$ cat config.mk
export PLATFORM = sky130hd
export DESIGN_NAME = fifo_sync_fwft
export DESIGN_NICKNAME = d
export VERILOG_FILES = /design/src/rtl/fifo_pkg.sv /design/src/rtl/fifo_ram.sv /design/src/rtl/fifo_sync_fwft.sv
export SDC_FILE = /design/constraint.sdc
export NUM_CORES = 1
export LEC_CHECK = 0
export CELL_PAD_IN_SITES_DETAIL_PLACEMENT = 1
export CELL_PAD_IN_SITES_GLOBAL_PLACEMENT = 2
export CORE_MARGIN = 4
export CORE_UTILIZATION = 29
export CTS_CLUSTER_DIAMETER = 80
export DETAILED_ROUTE_END_ITERATION = 10
export PLACE_DENSITY = 0.53
export SETUP_SLACK_MARGIN = 0.4
export SLEW_MARGIN = 20
export SYNTH_ARGS = -nofsm -noshare
export SYNTH_HDL_FRONTEND = slang
export SYNTH_HIERARCHICAL = 1
export SYNTH_SLANG_ARGS = --single-unit
$ cat constraint.sdc
create_clock -name clk -period 6 [get_ports clk]
set_input_delay 1.5 -clock clk [delete_from_list [all_inputs] [get_ports clk]]
set_output_delay 1.5 -clock clk [all_outputs]
set_load 0.005 [all_outputs]
$ cat src/rtl/fifo_pkg.sv
// fifo_pkg: default FIFO geometry and the packed status-flag bundle shared by the FIFO files
package fifo_pkg;
  localparam int DEF_DATA_WIDTH = 16;
  localparam int DEF_ADDR_WIDTH = 4;
  typedef struct packed {
    logic empty;
    logic full;
    logic almost_full;
    logic almost_empty;
    logic overflow;
    logic underflow;
  } fifo_status_t;
endpackage

$ cat src/rtl/fifo_ram.sv
// fifo_ram: DEPTH x DATA_WIDTH storage, synchronous write, asynchronous read, contents never reset
module fifo_ram #(
  parameter int DATA_WIDTH = 16,
  parameter int ADDR_WIDTH = 4
) (
  input  logic                  clk,
  input  logic                  we,
  input  logic [ADDR_WIDTH-1:0] waddr,
  input  logic [DATA_WIDTH-1:0] wdata,
  input  logic [ADDR_WIDTH-1:0] raddr,
  output logic [DATA_WIDTH-1:0] rdata
);
  logic [DATA_WIDTH-1:0] mem [2**ADDR_WIDTH];
  always_ff @(posedge clk)
    if (we) mem[waddr] <= wdata;
  assign rdata = mem[raddr];
endmodule

$ cat src/rtl/fifo_sync_fwft.sv
// fifo_sync_fwft: single-clock FIFO, standard or first-word-fall-through read, optional sticky errors.
// Ports: clk, reset (async active-low), din/wr_en write side, rd_en/dout/dout_valid read side,
// count occupancy, empty/full/almost_full/almost_empty status, overflow/underflow sticky errors
// cleared by err_clr. Define FIFO_ERR_FLAGS_EN to enable the sticky error flags.
module fifo_sync_fwft
  import fifo_pkg::*;
#(
  parameter int DATA_WIDTH    = DEF_DATA_WIDTH,
  parameter int ADDR_WIDTH    = DEF_ADDR_WIDTH,
  parameter int AFULL_THRESH  = (1 << ADDR_WIDTH) - 2,
  parameter int AEMPTY_THRESH = 2,
  parameter int FWFT          = 0
) (
  input  logic                  clk,
  input  logic                  reset,
  input  logic [DATA_WIDTH-1:0] din,
  input  logic                  wr_en,
  input  logic                  rd_en,
  input  logic                  err_clr,
  output logic [DATA_WIDTH-1:0] dout,
  output logic                  dout_valid,
  output logic [ADDR_WIDTH:0]   count,
  output logic                  empty,
  output logic                  full,
  output logic                  almost_full,
  output logic                  almost_empty,
  output logic                  overflow,
  output logic                  underflow
);
  localparam logic [ADDR_WIDTH:0] DEPTH_C = (ADDR_WIDTH+1)'(1 << ADDR_WIDTH);
  localparam logic [ADDR_WIDTH:0] AF_C    = (ADDR_WIDTH+1)'(AFULL_THRESH);
  localparam logic [ADDR_WIDTH:0] AE_C    = (ADDR_WIDTH+1)'(AEMPTY_THRESH);
  logic [ADDR_WIDTH-1:0] wr_ptr, rd_ptr;
  logic [ADDR_WIDTH:0]   cnt;
  logic [DATA_WIDTH-1:0] rdata, dout_q;
  logic                  dv_q, empty_w, full_w, wr_ok, rd_ok, ovf, udf;
  fifo_status_t          st;
  assign empty_w = cnt == '0;
  assign full_w  = cnt == DEPTH_C;
  // full blocks the write and empty blocks the read, so simultaneous requests never bypass
  assign wr_ok   = wr_en & ~full_w;
  assign rd_ok   = rd_en & ~empty_w;
  fifo_ram #(.DATA_WIDTH(DATA_WIDTH), .ADDR_WIDTH(ADDR_WIDTH)) u_ram (
    .clk   (clk),
    .we    (wr_ok),
    .waddr (wr_ptr),
    .wdata (din),
    .raddr (rd_ptr),
    .rdata (rdata)
  );
  always_ff @(posedge clk or negedge reset)
    if (!reset) begin
      wr_ptr <= '0;
      rd_ptr <= '0;
      cnt    <= '0;
      dout_q <= '0;
      dv_q   <= 1'b0;
    end else begin
      wr_ptr <= wr_ptr + ADDR_WIDTH'(wr_ok);
      rd_ptr <= rd_ptr + ADDR_WIDTH'(rd_ok);
      cnt    <= cnt + (ADDR_WIDTH+1)'(wr_ok) - (ADDR_WIDTH+1)'(rd_ok);
      dout_q <= rd_ok ? rdata : dout_q;
      dv_q   <= rd_ok;
    end
`ifdef FIFO_ERR_FLAGS_EN
  // a new error in the same cycle as err_clr wins, so no event is lost
  always_ff @(posedge clk or negedge reset)
    if (!reset) begin
      ovf <= 1'b0;
      udf <= 1'b0;
    end else begin
      ovf <= (wr_en & full_w) | (ovf & ~err_clr);
      udf <= (rd_en & empty_w) | (udf & ~err_clr);
    end
`else
  logic unused_err_clr;
  assign unused_err_clr = err_clr;
  assign ovf = 1'b0;
  assign udf = 1'b0;
`endif
  assign st = '{empty: empty_w, full: full_w, almost_full: cnt >= AF_C,
                almost_empty: cnt <= AE_C, overflow: ovf, underflow: udf};
  // fall-through mode shows the head word combinationally; zero while empty keeps reset dout at 0
  assign dout         = (FWFT != 0) ? (st.empty ? '0 : rdata) : dout_q;
  assign dout_valid   = (FWFT != 0) ? ~st.empty : dv_q;
  assign count        = cnt;
  assign empty        = st.empty;
  assign full         = st.full;
  assign almost_full  = st.almost_full;
  assign almost_empty = st.almost_empty;
  assign overflow     = st.overflow;
  assign underflow    = st.underflow;
endmodule

==> impl_metrics.ini <==
[run]
maxCapViolations = 0

[final_layout]
nNetsFinal = 628
finish.utilization_pct = 35.3
n_fill_cell = 3687
areaGrowthSynthToFinish_pct = 19.7
drive_gt1_share_pct = 26.5
diodes = 0

[setup_path]
path_cells = clkdlybuf4s50_1 > nor2b_1 > nand3b_1 > nor3_2 > buf_4
start_kind = input port
arrival_ns = 4.00
crit_path_end_kind = flip-flop
cp_max_fo = 9
cp.required_ns = 6.23
max_stage_delay_ns = 0.81
critPathKind = in -> reg
cpMaxStageDelayCell = nor3_2

[yosys]
syn_area_sq_um = 11100
async_flop_share_pct = 10.5
netlist_instances = 516
synth_edf_count = 256
synth_cell_type_count = 35
yosysWarningCount = 6
ys.flop_type = edfxtp_1
ys_seq_area_share_pct = 75.8
synth.avg_cell_area_sq_um = 21.6
ys_ff_latch = 286

[routing]
wl_um = 25800
wl_per_cell_um = 22.8
first_pass_iters = 4
post-route-drc-count = 0
ant_nets = 0
drt_iter0_drc = 359
vias = 5227
viasPerCell = 4.63

[placed_design]
dp_slack_ns = 1.61
dp_hpwl_um = 14300
routabilityCongestion = 0.699
io_buffers = 45

[global_route]
gr-total-overflow = 0
grt.total_usage_pct = 12.4
grt_max_degree = 40
grt_pass1_wl_um = 38500
antenna_found_initial = 0
grt_pass1_vias = 5823

[power]
ir_drop_uv = 219
leakagePower_nw = 4.42
powerDensity_nw_per_um2 = 475

[clock_network]
cts_resized = 0
clockBufferDepth = 3
cts_root_buffer = clkbuf_16
ctsHtreeMaxLevel = 1
cts_sinks = 286
cts_hold_buf = 0
cts_setup_buffers = 0
insertion_delay_ns = 0.55
clk_pin_slew_ns = 0.06
cts_tree = yes
cts_buffers = 31

[timing]
max_slew_margin_pct = 35.2
rsz0062_at_grt = no
period_needed_ns = 3.77
finalMaxSlewViolations = 0
max_freq_ghz = 0.265
hold_violations = 0
setup_ws_ns = 2.23
setup_viol = 0
worstMarginPinSlew_ns = 0.967
fin_tns_setup_ns = 0
whs_ns = 0.511
clock-skew-final_ns = 0.0195
period_share_pct = 62.8

[floorplanning]
core_area_sq_um = 37800
pin_count = 49
start_util_pct = 29.5
dieArea_sq_um = 41600
num_rows = 71
die_y_um = 204
fp.dieW_um = 204

[hold_path]
hp-class = reg -> reg

[status]
status = finished clean
-- registers in the layout, summed over array words and instances, names as in the netlist --
name	cells
rd_ptr	4
count	5
dout_valid	1
dout	16
wr_ptr	4
u_ram/mem	256
-- worst paths after layout --
| check | start | depth (start not counted) | endpoint | slack, ns |
|---|---|---|---|---|
| min in group asynchronous | reset | 1 | rd_ptr[3] | 1.09 |
| max reg2reg | count[2] | 7 | u_ram/mem[8][13] | 2.66 |
| min reg2reg | dout[9] | 1 | dout[9] | 0.51 |
| max in group asynchronous | reset | 1 | rd_ptr[0] | 4.23 |
| min | dout[9] | 1 | dout[9] | 0.51 |
| max | wr_en | 5 | u_ram/mem[8][13] | 2.23 |
-- layer usage --
| layer | GRT usage (%) | part of all wire, % | vias up | wire (um) |
|---|---|---|---|---|
| li1 | - | - | 2280 | - |
| met5 | 0 | 0 | - | 0 |
| met1 | 17.1 | 45 | 2811 | 11600 |
| met2 | 20.7 | 49 | 99 | 12500 |
| met3 | 1.95 | 4.1 | 37 | 1050 |
| met4 | 3.30 | 2.3 | 0 | 590 |
-- report_power, final --
group / internal (mW) / total (mW) / switching [mW]
clock: 1.13 / 1.86 / 0.733
combinational: 0.886 / 1.72 / 0.835
sequential: 2.47 / 2.74 / 0.261
total: 4.49 / 6.32 / 1.83
-- cells in the final DEF, fill, tap and decap left out, types with 2 or more instances in the layout --
master,instances
clkbuf_16,31
nand3_1,2
clkinv_1,5
inv_1,9
nand3b_1,2
mux2_4,7
edfxtp_1,256
a21oi_1,2
xor2_1,5
bufinv_16,3
ha_1,12
mux4_1,10
nor2_2,12
dfrtp_1,28
clkinv_2,7
clkbuf_8,5
nand2b_1,3
mux2_2,9
a22oi_1,32
xnor2_1,4
nor2b_1,3
clkbuf_1,5
nor2_1,4
clkdlybuf4s50_1,44
nand2_1,20
mux4_2,54
nor3_2,4
conb_1,2
o21bai_1,2
buf_4,22
-- cells by family (layout without fill, tap and decap cells) --
kind of cell	after synthesis	in the layout	share of synthesized area (%)
flops	286	286	75.8
mux	80	80	15.1
simple gates	56	56	2.58
compound gates	37	37	2.46
buf+inv	34	135	1.71
fa+ha+maj	13	13	1.53
xor+xnor	9	9	0.708
other cells	1	2	0.0337
-- final cells by class --
cell class	count	area [sq um]	share of cell area (%)
Clock inverter	16	153	1.15
Multi-Input combinational cell	197	2550	19.2
Inverter	10	40.0	0.301
Timing Repair Buffer	68	626	4.70
Tap cell	511	639	4.80
Sequential cell	286	8440	63.4
Clock buffer	41	863	6.48
-- Yosys cell counts, drive strengths merged (2+ instances only) --
cell type  instances  share of area [%]
ha                12                1.3
mux4              64                 13
mux2              16                1.9
nand2             20               0.67
buf               16                1.1
xnor2              4               0.31
dfrtp             30                6.7
o21bai             2               0.13
a22oi             32                2.2
clkbuf             8               0.27
xor2               5               0.39
nand3b             2               0.13
edfxtp           256                 69
nor3               4               0.18
nor2b              3               0.17
nor2              16               0.54
inv               10               0.36
nand2b             3               0.17
nand3              2              0.090
a21oi              2              0.090
-- stage by stage --
step	instances	total power, mW	area, sq um
4_1_cts	1128	6.45	13300
6_report	1129	6.32	13300
5_1_grt	1129	6.70	13300
3_5_place_dp	1071	4.54	12300
3_3_place_gp	1071	4.50	12300
2_1_floorplan	517	3.84	11100
-- worst max-delay path: cells and delay by family --
| kind | cells | cell delay (ns) |
|---|---|---|
| AND/OR/NAND/NOR | 3 | 1.65 |
| buffers and inverters | 2 | 0.83 |
Power figures use the tool's default switching activity.
